===== src/rtl/spi_regfile_peripheral_if.sv =====
// rtl/spi_regfile_peripheral_if.sv - SPI pin bundle between a controller and the register-file peripheral.
interface spi_regfile_peripheral_if;
  logic sclk;
  logic copi;
  logic cs;
  logic cipo;
  logic cipo_oe;

  modport master (output sclk, output copi, output cs, input cipo, input cipo_oe);
  modport slave  (input sclk, input copi, input cs, output cipo, output cipo_oe);
endinterface


===== src/rtl/spi_regfile_peripheral.sv =====
// rtl/spi_regfile_peripheral.sv - SPI mode-0 read/write register file with write strobe.
// Optional SPI_ERR_CNT_EN adds a saturating error counter readable at the top address.
module spi_regfile_peripheral #(
  parameter int ADDR_W = 7,
  parameter int DATA_W = 8,
  parameter int NUM_REGS = 5,
  parameter logic [DATA_W-1:0] RESET_VAL = '0
) (
  input  logic clk,
  input  logic rst_n,
  spi_regfile_peripheral_if.slave spi,
  output logic [NUM_REGS*DATA_W-1:0] regs_out,
  output logic wr_strobe,
  output logic [ADDR_W-1:0] wr_addr
`ifdef SPI_ERR_CNT_EN
  ,
  output logic [7:0] err_count
`endif
);

  localparam int CNT_W = $clog2(1 + ADDR_W + DATA_W + 1);
  localparam logic [CNT_W-1:0] LAST_ADDR = CNT_W'(ADDR_W);
  localparam logic [CNT_W-1:0] FIRST_DATA = CNT_W'(ADDR_W + 1);
  localparam logic [CNT_W-1:0] LAST_DATA = CNT_W'(ADDR_W + DATA_W);

  typedef enum logic [2:0] {IDLE, CMD, ADDR, DATA, COMMIT, WAIT_CS} state_t;

  state_t state, state_next;
  logic [1:0] sclk_sync, copi_sync, cs_sync;
  logic sclk_prev, cs_prev;
  logic sclk_rise, sclk_fall, cs_rise, cs_fall;
  logic [CNT_W-1:0] bit_cnt;
  logic rw;
  logic [ADDR_W-1:0] addr_sh, addr_next;
  logic [DATA_W-1:0] data_sh, out_sh, rd_data;
  logic [DATA_W-1:0] regs [NUM_REGS];
  logic addr_in_range, read_active, abort;

  always_ff @(posedge clk) begin
    if (!rst_n) begin
      sclk_sync <= 2'b00;
      copi_sync <= 2'b00;
      cs_sync   <= 2'b11;
      sclk_prev <= 1'b0;
      cs_prev   <= 1'b1;
    end else begin
      sclk_sync <= {sclk_sync[0], spi.sclk};
      copi_sync <= {copi_sync[0], spi.copi};
      cs_sync   <= {cs_sync[0], spi.cs};
      sclk_prev <= sclk_sync[1];
      cs_prev   <= cs_sync[1];
    end
  end

  assign sclk_rise = sclk_sync[1] & ~sclk_prev;
  assign sclk_fall = ~sclk_sync[1] & sclk_prev;
  assign cs_rise   = cs_sync[1] & ~cs_prev;
  assign cs_fall   = ~cs_sync[1] & cs_prev;

  assign addr_next     = (addr_sh << 1) | ADDR_W'(copi_sync[1]);
  assign addr_in_range = 32'(addr_sh) < NUM_REGS;
  assign abort         = cs_rise && (state == CMD || state == ADDR || state == DATA);

  always_ff @(posedge clk) begin
    if (!rst_n) state <= IDLE;
    else        state <= state_next;
  end

  always_comb begin
    state_next = state;
    case (state)
      IDLE:    if (cs_fall) state_next = CMD;
      CMD:     if (cs_rise) state_next = IDLE;
               else if (sclk_rise) state_next = ADDR;
      ADDR:    if (cs_rise) state_next = IDLE;
               else if (sclk_rise && bit_cnt == LAST_ADDR) state_next = DATA;
      DATA:    if (cs_rise) state_next = IDLE;
               else if (sclk_rise && bit_cnt == LAST_DATA) state_next = rw ? COMMIT : WAIT_CS;
      // A CS release landing on the commit clk must not strand the FSM in WAIT_CS.
      COMMIT:  state_next = cs_rise ? IDLE : WAIT_CS;
      WAIT_CS: if (cs_rise) state_next = IDLE;
      default: state_next = IDLE;
    endcase
  end

  always_comb begin
    rd_data = '0;
    for (int k = 0; k < NUM_REGS; k++)
      if (addr_next == ADDR_W'(k)) rd_data = regs[k];
`ifdef SPI_ERR_CNT_EN
    if (addr_next == {ADDR_W{1'b1}} && 32'(addr_next) >= NUM_REGS) rd_data = DATA_W'(err_count);
`endif
  end

  always_ff @(posedge clk) begin
    if (!rst_n) begin
      bit_cnt   <= '0;
      rw        <= 1'b0;
      addr_sh   <= '0;
      data_sh   <= '0;
      out_sh    <= '0;
      wr_strobe <= 1'b0;
      wr_addr   <= '0;
      for (int k = 0; k < NUM_REGS; k++) regs[k] <= RESET_VAL;
    end else begin
      wr_strobe <= 1'b0;
      case (state)
        IDLE: if (cs_fall) begin
          bit_cnt <= '0;
          rw      <= 1'b0;
          addr_sh <= '0;
          data_sh <= '0;
        end
        CMD: if (!cs_rise && sclk_rise) begin
          rw      <= copi_sync[1];
          bit_cnt <= bit_cnt + 1'b1;
        end
        ADDR: if (!cs_rise && sclk_rise) begin
          addr_sh <= addr_next;
          bit_cnt <= bit_cnt + 1'b1;
          if (bit_cnt == LAST_ADDR && !rw) out_sh <= rd_data;
        end
        DATA: if (!cs_rise) begin
          if (sclk_rise) begin
            if (rw) data_sh <= (data_sh << 1) | DATA_W'(copi_sync[1]);
            bit_cnt <= bit_cnt + 1'b1;
          // The falling edge right after the last address bit keeps the MSB on the pin.
          end else if (sclk_fall && !rw && bit_cnt > FIRST_DATA) begin
            out_sh <= out_sh << 1;
          end
        end
        COMMIT: if (addr_in_range) begin
          for (int k = 0; k < NUM_REGS; k++)
            if (addr_sh == ADDR_W'(k)) regs[k] <= data_sh;
          wr_strobe <= 1'b1;
          wr_addr   <= addr_sh;
        end
        default: ;
      endcase
    end
  end

`ifdef SPI_ERR_CNT_EN
  always_ff @(posedge clk) begin
    if (!rst_n)
      err_count <= 8'd0;
    else if ((abort || (state == COMMIT && !addr_in_range)) && err_count != 8'hFF)
      err_count <= err_count + 8'd1;
  end
`endif

  assign read_active = !rw && (state == DATA || state == WAIT_CS);
  assign spi.cipo_oe = read_active && !cs_rise && !abort;
  assign spi.cipo    = spi.cipo_oe ? out_sh[DATA_W-1] : 1'b0;

  for (genvar k = 0; k < NUM_REGS; k++) begin : g_flat
    assign regs_out[k*DATA_W +: DATA_W] = regs[k];
  end

endmodule


===== src/flat_wrapper.sv =====
// flat-port wrapper written by rule: the top's interface ports become plain ports
module spi_regfile_peripheral_flat 
#(
  parameter int ADDR_W = 7,
  parameter int DATA_W = 8,
  parameter int NUM_REGS = 5,
  parameter logic [DATA_W-1:0] RESET_VAL = '0
)
  (clk, rst_n, regs_out, wr_strobe, wr_addr, spi_sclk, spi_copi, spi_cs, spi_cipo, spi_cipo_oe);
  spi_regfile_peripheral_if spi_i ();
  input  logic clk;
  input  logic rst_n;
  output logic [NUM_REGS*DATA_W-1:0] regs_out;
  output logic wr_strobe;
  output logic [ADDR_W-1:0] wr_addr;
  input wire logic [$bits(spi_i.sclk)-1:0] spi_sclk;
  input wire logic [$bits(spi_i.copi)-1:0] spi_copi;
  input wire logic [$bits(spi_i.cs)-1:0] spi_cs;
  output wire logic [$bits(spi_i.cipo)-1:0] spi_cipo;
  output wire logic [$bits(spi_i.cipo_oe)-1:0] spi_cipo_oe;
  assign spi_i.sclk = spi_sclk;
  assign spi_i.copi = spi_copi;
  assign spi_i.cs = spi_cs;
  assign spi_cipo = spi_i.cipo;
  assign spi_cipo_oe = spi_i.cipo_oe;
  spi_regfile_peripheral #(.ADDR_W(ADDR_W), .DATA_W(DATA_W), .NUM_REGS(NUM_REGS), .RESET_VAL(RESET_VAL)) u_core (.clk(clk), .rst_n(rst_n), .spi(spi_i), .regs_out(regs_out), .wr_strobe(wr_strobe), .wr_addr(wr_addr));
endmodule

===== config.mk =====
export PLATFORM = sky130hd
export DESIGN_NAME = spi_regfile_peripheral_flat
export DESIGN_NICKNAME = d
export VERILOG_FILES = /design/src/rtl/spi_regfile_peripheral_if.sv /design/src/rtl/spi_regfile_peripheral.sv /design/src/flat_wrapper.sv
export SDC_FILE = /design/constraint.sdc
export NUM_CORES = 1
export LEC_CHECK = 0
export CAP_MARGIN = 20
export CELL_PAD_IN_SITES_DETAIL_PLACEMENT = 1
export CELL_PAD_IN_SITES_GLOBAL_PLACEMENT = 1
export CORE_MARGIN = 1
export CORE_UTILIZATION = 46
export CTS_CLUSTER_DIAMETER = 50
export DETAILED_ROUTE_END_ITERATION = 10
export GPL_ROUTABILITY_DRIVEN = 0
export PLACE_DENSITY = 0.91
export SLEW_MARGIN = 10
export SYNTH_ARGS = -nofsm -noshare
export SYNTH_HDL_FRONTEND = slang
export SYNTH_SLANG_ARGS = --single-unit

===== constraint.sdc =====
create_clock -name clk -period 3.8 [get_ports clk]
set_input_delay 0.57 -clock clk [delete_from_list [all_inputs] [get_ports clk]]
set_output_delay 0.57 -clock clk [all_outputs]
set_load 0.05 [all_outputs]

Word-level counts from Yosys, hierarchy flattened
Memories as Yosys holds them, arrays and structs flattened.
Cells that the tools add are included.

cells by class
  divide/modulo/power cells = 0
  order comparisons = 2
  bitwise operators = 15
  multipliers = 0
  muxes and demuxes = 71
  reduce and logical (&&, ||, !) cells = 33
  shifts and indexed selects = 0
  equality and inequality tests = 29
  $add $sub $neg = 1

operator list
  kind                                                                          number
  8-bit 2-to-1 mux                                                              19
  8-bit one-hot mux with 2 select lines                                         2
  1-bit 2-to-1 mux                                                              31
  7-bit by 2-bit equality test with 1-bit output, second input constant         4
  3-bit 2-to-1 mux                                                              9
  5-bit 2-to-1 mux                                                              4
  3-bit one-hot mux with 6 select lines                                         1
  5-bit one-hot mux with 3 select lines                                         1
  5-bit AND reduction                                                           3
  7-bit by 1-bit equality test with 1-bit output, second input constant         2
  7-bit by 3-bit equality test with 1-bit output, second input constant         2
  7-bit logical NOT                                                             2
  7-bit 2-to-1 mux                                                              2
  7-bit one-hot mux with 2 select lines                                         1
  2-bit by 1-bit != test with 1-bit output, second input constant               6
  1-bit logical AND                                                             10
  2-bit != test, second input constant                                          5
  8-bit by 1-bit OR with 8-bit output                                           1
  2-bit nonzero test                                                            4
  7-bit by 3-bit less-than comparator with 1-bit output, second input constant  1
  7-bit by 1-bit OR with 7-bit output                                           1
  3-bit by 2-bit equality test with 1-bit output, second input constant         2
  3-bit equality test, second input constant                                    2
  3-bit by 1-bit != test with 1-bit output, second input constant               2
  other kinds (18)                                                              34

storage, ports and cells
  memory bits (read-only) = 0
  memories = 1
  latch bits = 0
  flip-flop bits (word level) = 48
  bits of input ports = 5
  logic and storage cells = 165
  bits in writable memories = 40
  output and inout port bits = 50

memory list
  name         words  bits a word  read ports  clocked after memory_dff  write ports  line                          source
  u_core.regs  5      8            5           0                         5            spi_regfile_peripheral.sv:36  logic [DATA_W-1:0] regs [NUM_REGS];

Depth between registers and ports, before layout
  depth in word-level cells = 10
  mapped depth = 7
  gate-level depth less buffers = 7

Worst setup path before layout
OpenSTA, ideal clock, no wires.

  kind = flip-flop to output port
  from = register u_core.state[2]
  to = output port spi_cipo
  cell stages (with the launch flop) = 6
  path buffers = 2
  arrival = 2,599 ps
  setup slack = 631 ps
  required time = 3,230 ps
  cell sequence = dfxtp_1 > buf_2 > buf_1 > xnor2_1 > nor3_1 > and2_1

on the way
  longest elaborated chain between the ends = 7
  elaborated cells between the ends (all ways) = 13
  those cells by class = 4 x eq/ne; 1 x mux; 8 x reduce/logical

ends and longest elaborated chain
  what                                                                                                                     line                           source
  start: declaration                                                                                                       spi_regfile_peripheral.sv:28   state_t state, state_next;
  start signal: assignment                                                                                                 spi_regfile_peripheral.sv:66   else state <= state_next;
  3-bit by 1-bit equality test with 1-bit output / 3-bit by 2-bit equality test with 1-bit output (equally long branches)  spi_regfile_peripheral.sv:62   assign abort = cs_rise && (state == CMD || state == ADDR || state == DATA);
  1-bit logical OR (2 in series)                                                                                           spi_regfile_peripheral.sv:62
  1-bit logical AND                                                                                                        spi_regfile_peripheral.sv:62
  1-bit logical NOT                                                                                                        spi_regfile_peripheral.sv:153  assign spi.cipo_oe = read_active && !cs_rise && !abort;
  1-bit logical AND *                                                                                                      spi_regfile_peripheral.sv:153
  via spi_cipo_oe                                                                                                          flat_wrapper.sv:20             output wire logic [$bits(spi_i.cipo_oe)-1:0] spi_cipo_oe;
  1-bit 2-to-1 mux *                                                                                                       spi_regfile_peripheral.sv:154  assign spi.cipo = spi.cipo_oe ? out_sh[DATA_W-1] : 1'b0;
  end: declaration                                                                                                         flat_wrapper.sv:19             output wire logic [$bits(spi_i.cipo)-1:0] spi_cipo;

Mark *: on every way through the listed nets, which the timed path passes. The rest lies on a longest branch.

Worst setup path in the final report
  from = register u_core.state[0]
  to = output port spi_cipo

on the way
  longest elaborated chain between the ends = 7
  elaborated cells between the ends (all ways) = 13
  those cells by class = 4 x eq/ne; 1 x mux; 8 x reduce/logical

ends and longest elaborated chain
  what                                                                                                                     line
  3-bit by 1-bit equality test with 1-bit output / 3-bit by 2-bit equality test with 1-bit output (equally long branches)  spi_regfile_peripheral.sv:62
  1-bit logical OR (2 in series)                                                                                           spi_regfile_peripheral.sv:62
  1-bit logical AND                                                                                                        spi_regfile_peripheral.sv:62
  1-bit logical NOT                                                                                                        spi_regfile_peripheral.sv:153
  1-bit logical AND *                                                                                                      spi_regfile_peripheral.sv:153
  1-bit 2-to-1 mux *                                                                                                       spi_regfile_peripheral.sv:154

Every way passes the cells marked *; elsewhere a longest branch is shown, timed or not.

==> results.sh <==
export IMPL_fmax_mhz=312.7
export IMPL_cap_violations=0
export IMPL_setup_violations=0
export IMPL_syn_avg_cell_area_um2=10.70
export IMPL_grt_pass1_vias=3236
export IMPL_antenna_found_initial=0
export IMPL_tightest_slew_ns=0.8580
export IMPL_path_cells="nand2_1, nor3_1, and2_1, clkdlybuf4s50_1"
export IMPL_drt_first_pass_iters=5
export IMPL_worst_setup_path_start_kind="flop"
export IMPL_cts_made_buffers=9
export IMPL_vias=3122
export IMPL_area_growth_pct=21.51
export IMPL_cts_setup_buffers=0
export IMPL_ys_async_sr_fraction_pct=0
export IMPL_min_period_ns=3.198
export IMPL_initial_core_util_pct=47.52
export IMPL_fp_coreArea_mm2=0.008175
export IMPL_syn_nets=371
export IMPL_skew_ns=0.01246
export IMPL_p_leak_nw=1.750
export IMPL_hold_class="reg2reg"
export IMPL_grt_first_pass_wirelength_mm=17.51
export IMPL_drcViolationCount=0
export IMPL_syn_area_mm2=0.003885
export IMPL_synth_ff_latch_count=88
export IMPL_ctsHtreeMaxLevel=3
export IMPL_grt_overflow_total=0
export IMPL_rsz0062_at_grt="false"
export IMPL_hold_ws_ns=0.4320
export IMPL_rows=33
export IMPL_io_buffers=54
export IMPL_synth_top_area_share_pct=30.92
export IMPL_ys_warn_count=0
export IMPL_status="finished clean"
export IMPL_detail_route_antenna_nets=0
export IMPL_place_area_mm2=0.004528
export IMPL_clk_latency_ns=0.37
export IMPL_clock_sinks=88
export IMPL_swShare_pct=31.99
export IMPL_grt_max_degree=34
export IMPL_p_per_area_mw_per_mm2=430.2
export IMPL_synthTopCellsByArea="edfxtp_1, dfxtp_1, mux2i_1, nand2_1, nor2_1"
export IMPL_endpoint_kind="primary output"
export IMPL_root_buffer="clkbuf_8"
export IMPL_regArea_mm2=0.002162
export IMPL_pwr_share_clk_pct=31.4
export IMPL_n_antenna_cell=0
export IMPL_drive_above_1_share_pct=8.314
export IMPL_fin_crit_sh_pct=84.15
export IMPL_cts_tree="built"
export IMPL_crit_arrival_ns=2.63
export IMPL_die_area_mm2=0.008817
export IMPL_pwr_share_comb_pct=15.9
export IMPL_p_switching_uw=649.8
export IMPL_cts_hold_buffers_added=0
export IMPL_yosysSeqAreaShare_pct=55.65
export IMPL_p_int_mw=1.381
export IMPL_num_nets_final=424
export IMPL_synth_main_ff_cell="dfxtp_1"
export IMPL_yosys_area_top_type="edfxtp_1"
export IMPL_yosysMostFrequentCell="dfxtp_1"
export IMPL_slew_viol_final=0
export IMPL_io_pins=55
export IMPL_yosysUniqueCellTypes=53
export IMPL_multi_input_area_mm2=0.001623
export IMPL_layout_cells_non_filler=526
export IMPL_slowest_delay_ns=0.86
export IMPL_pre_cts_ws_ns=1.021
export IMPL_clkTransAtPathRegs_ns=0.10
export IMPL_p_total_mw=2.031
export IMPL_ir_drop_mv=0.1924
export IMPL_fin_ws_ns=0.6024
export IMPL_max_slew_margin_pct=42.72
export IMPL_setup_tns_ns=0
export IMPL_synthTopCellsByCount="dfxtp_1, edfxtp_1, nand2_1"
export IMPL_fillers=895
export IMPL_die_h_um=93.90
export IMPL_crit_type="reg2out"
export IMPL_fin_util_pct=57.74
export IMPL_die_x_um=93.90
export IMPL_routed_wl_mm=11.25
export IMPL_vias_per_cell=5.935
export IMPL_synth_edff_count=40
export IMPL_clockBufferDepth=2
export IMPL_critPathMaxFanout=25
export IMPL_pwr_share_seq_pct=52.8
export IMPL_dp_hpwl_mm=7.923
export IMPL_cpMaxStageDelayCell="dfxtp_1"
export IMPL_crit_required_ns=3.23
export IMPL_initialDrtViolationCount=188
export IMPL_synthCells=363
export IMPL_wire_per_inst_um=21.39
export IMPL_cts_resized=0
export IMPL_design_area_mm2=0.004721
export IMPL_place_inst=510
export IMPL_grtUsageTotal_pct=27.11
export IMPL_finalHoldViolations=0
[critical path: cells and delay by family (launching register included)]
kind	cells	cell delay [ns]
flip-flops	1	0.86
buffers and inverters	1	0.79
AND/OR/NAND/NOR	3	0.62
[layout make-up]
cell class	instances	area share [%]
multi-input cells	249	34.38
well taps	105	2.783
repair buffers	59	12.24
inverters	9	0.7156
clock inverters	7	1.458
flip-flops and latches	88	45.80
clock buffers	9	2.624
[worst paths after layout]
kind / slack (ns) / from / to / cells after the start
max: 0.60 / u_core.state[0]$_SDFFE_PN0P_ / spi_cipo / 4
min: 0.43 / u_core.cs_sync[0]$_SDFF_PN1_ / u_core.cs_sync[1]$_SDFF_PN1_ / 1
max reg2reg: 0.97 / u_core.state[0]$_SDFFE_PN0P_ / u_core.regs[0][23]$_DFFE_PP_ / 5
min reg2reg: 0.43 / u_core.cs_sync[0]$_SDFF_PN1_ / u_core.cs_sync[1]$_SDFF_PN1_ / 1
[flip-flops by register name, indices dropped and copies added (netlist names), 2 cells and up]
signal,count
u_core.bit_cnt,5
u_core.sclk_sync,2
u_core.regs,40
u_core.state,3
u_core.wr_addr,7
u_core.data_sh,8
u_core.out_sh,8
u_core.copi_sync,2
u_core.cs_sync,2
u_core.addr_sh,7
[cells by family after synthesis]
group           Yosys count  synth area share (%)
compound gates           66                 11.69
xor+xnor                  1                0.2255
fa+ha+maj                 3                0.9663
buf+inv                  26                 2.576
flops                    88                 55.65
mux                      33                 8.728
simple gates            146                 20.16
[per-layer routing]
layer	wire length, um	up-vias	global-route usage, %
li1	-	1433	-
met1	4460	1554	31.71
met2	5852	104	47.63
met3	599	31	4.531
met4	340	0	13.72
met5	0	-	0
[placed cells by master (no fill, tap or decap), drive strengths merged, types with 4 or more instances in the layout]
cell            n
nor2b           6
o221ai          4
dfxtp          48
a21o            6
nand2b          9
and2           16
mux2            7
nor3            8
nand3           6
or3             5
o31ai           5
edfxtp         40
and3           14
o21ai          16
clkbuf          9
a221oi          4
nand2          37
inv            13
a22oi           6
clkdlybuf4s50  54
mux2i          26
buf             5
a21oi          14
nor2           30
[power by group through the flow]
stage | logic, mW | clock network (mW) | registers [mW]
floorplan | 0.194 | 0 | 1.11
global placement | 0.307 | 0 | 1.09
detailed placement | 0.318 | 0 | 1.09
CTS | 0.322 | 0.649 | 1.07
global route | 0.342 | 0.682 | 1.08
finish | 0.322 | 0.637 | 1.07
(Power assumes the default switching activity.)
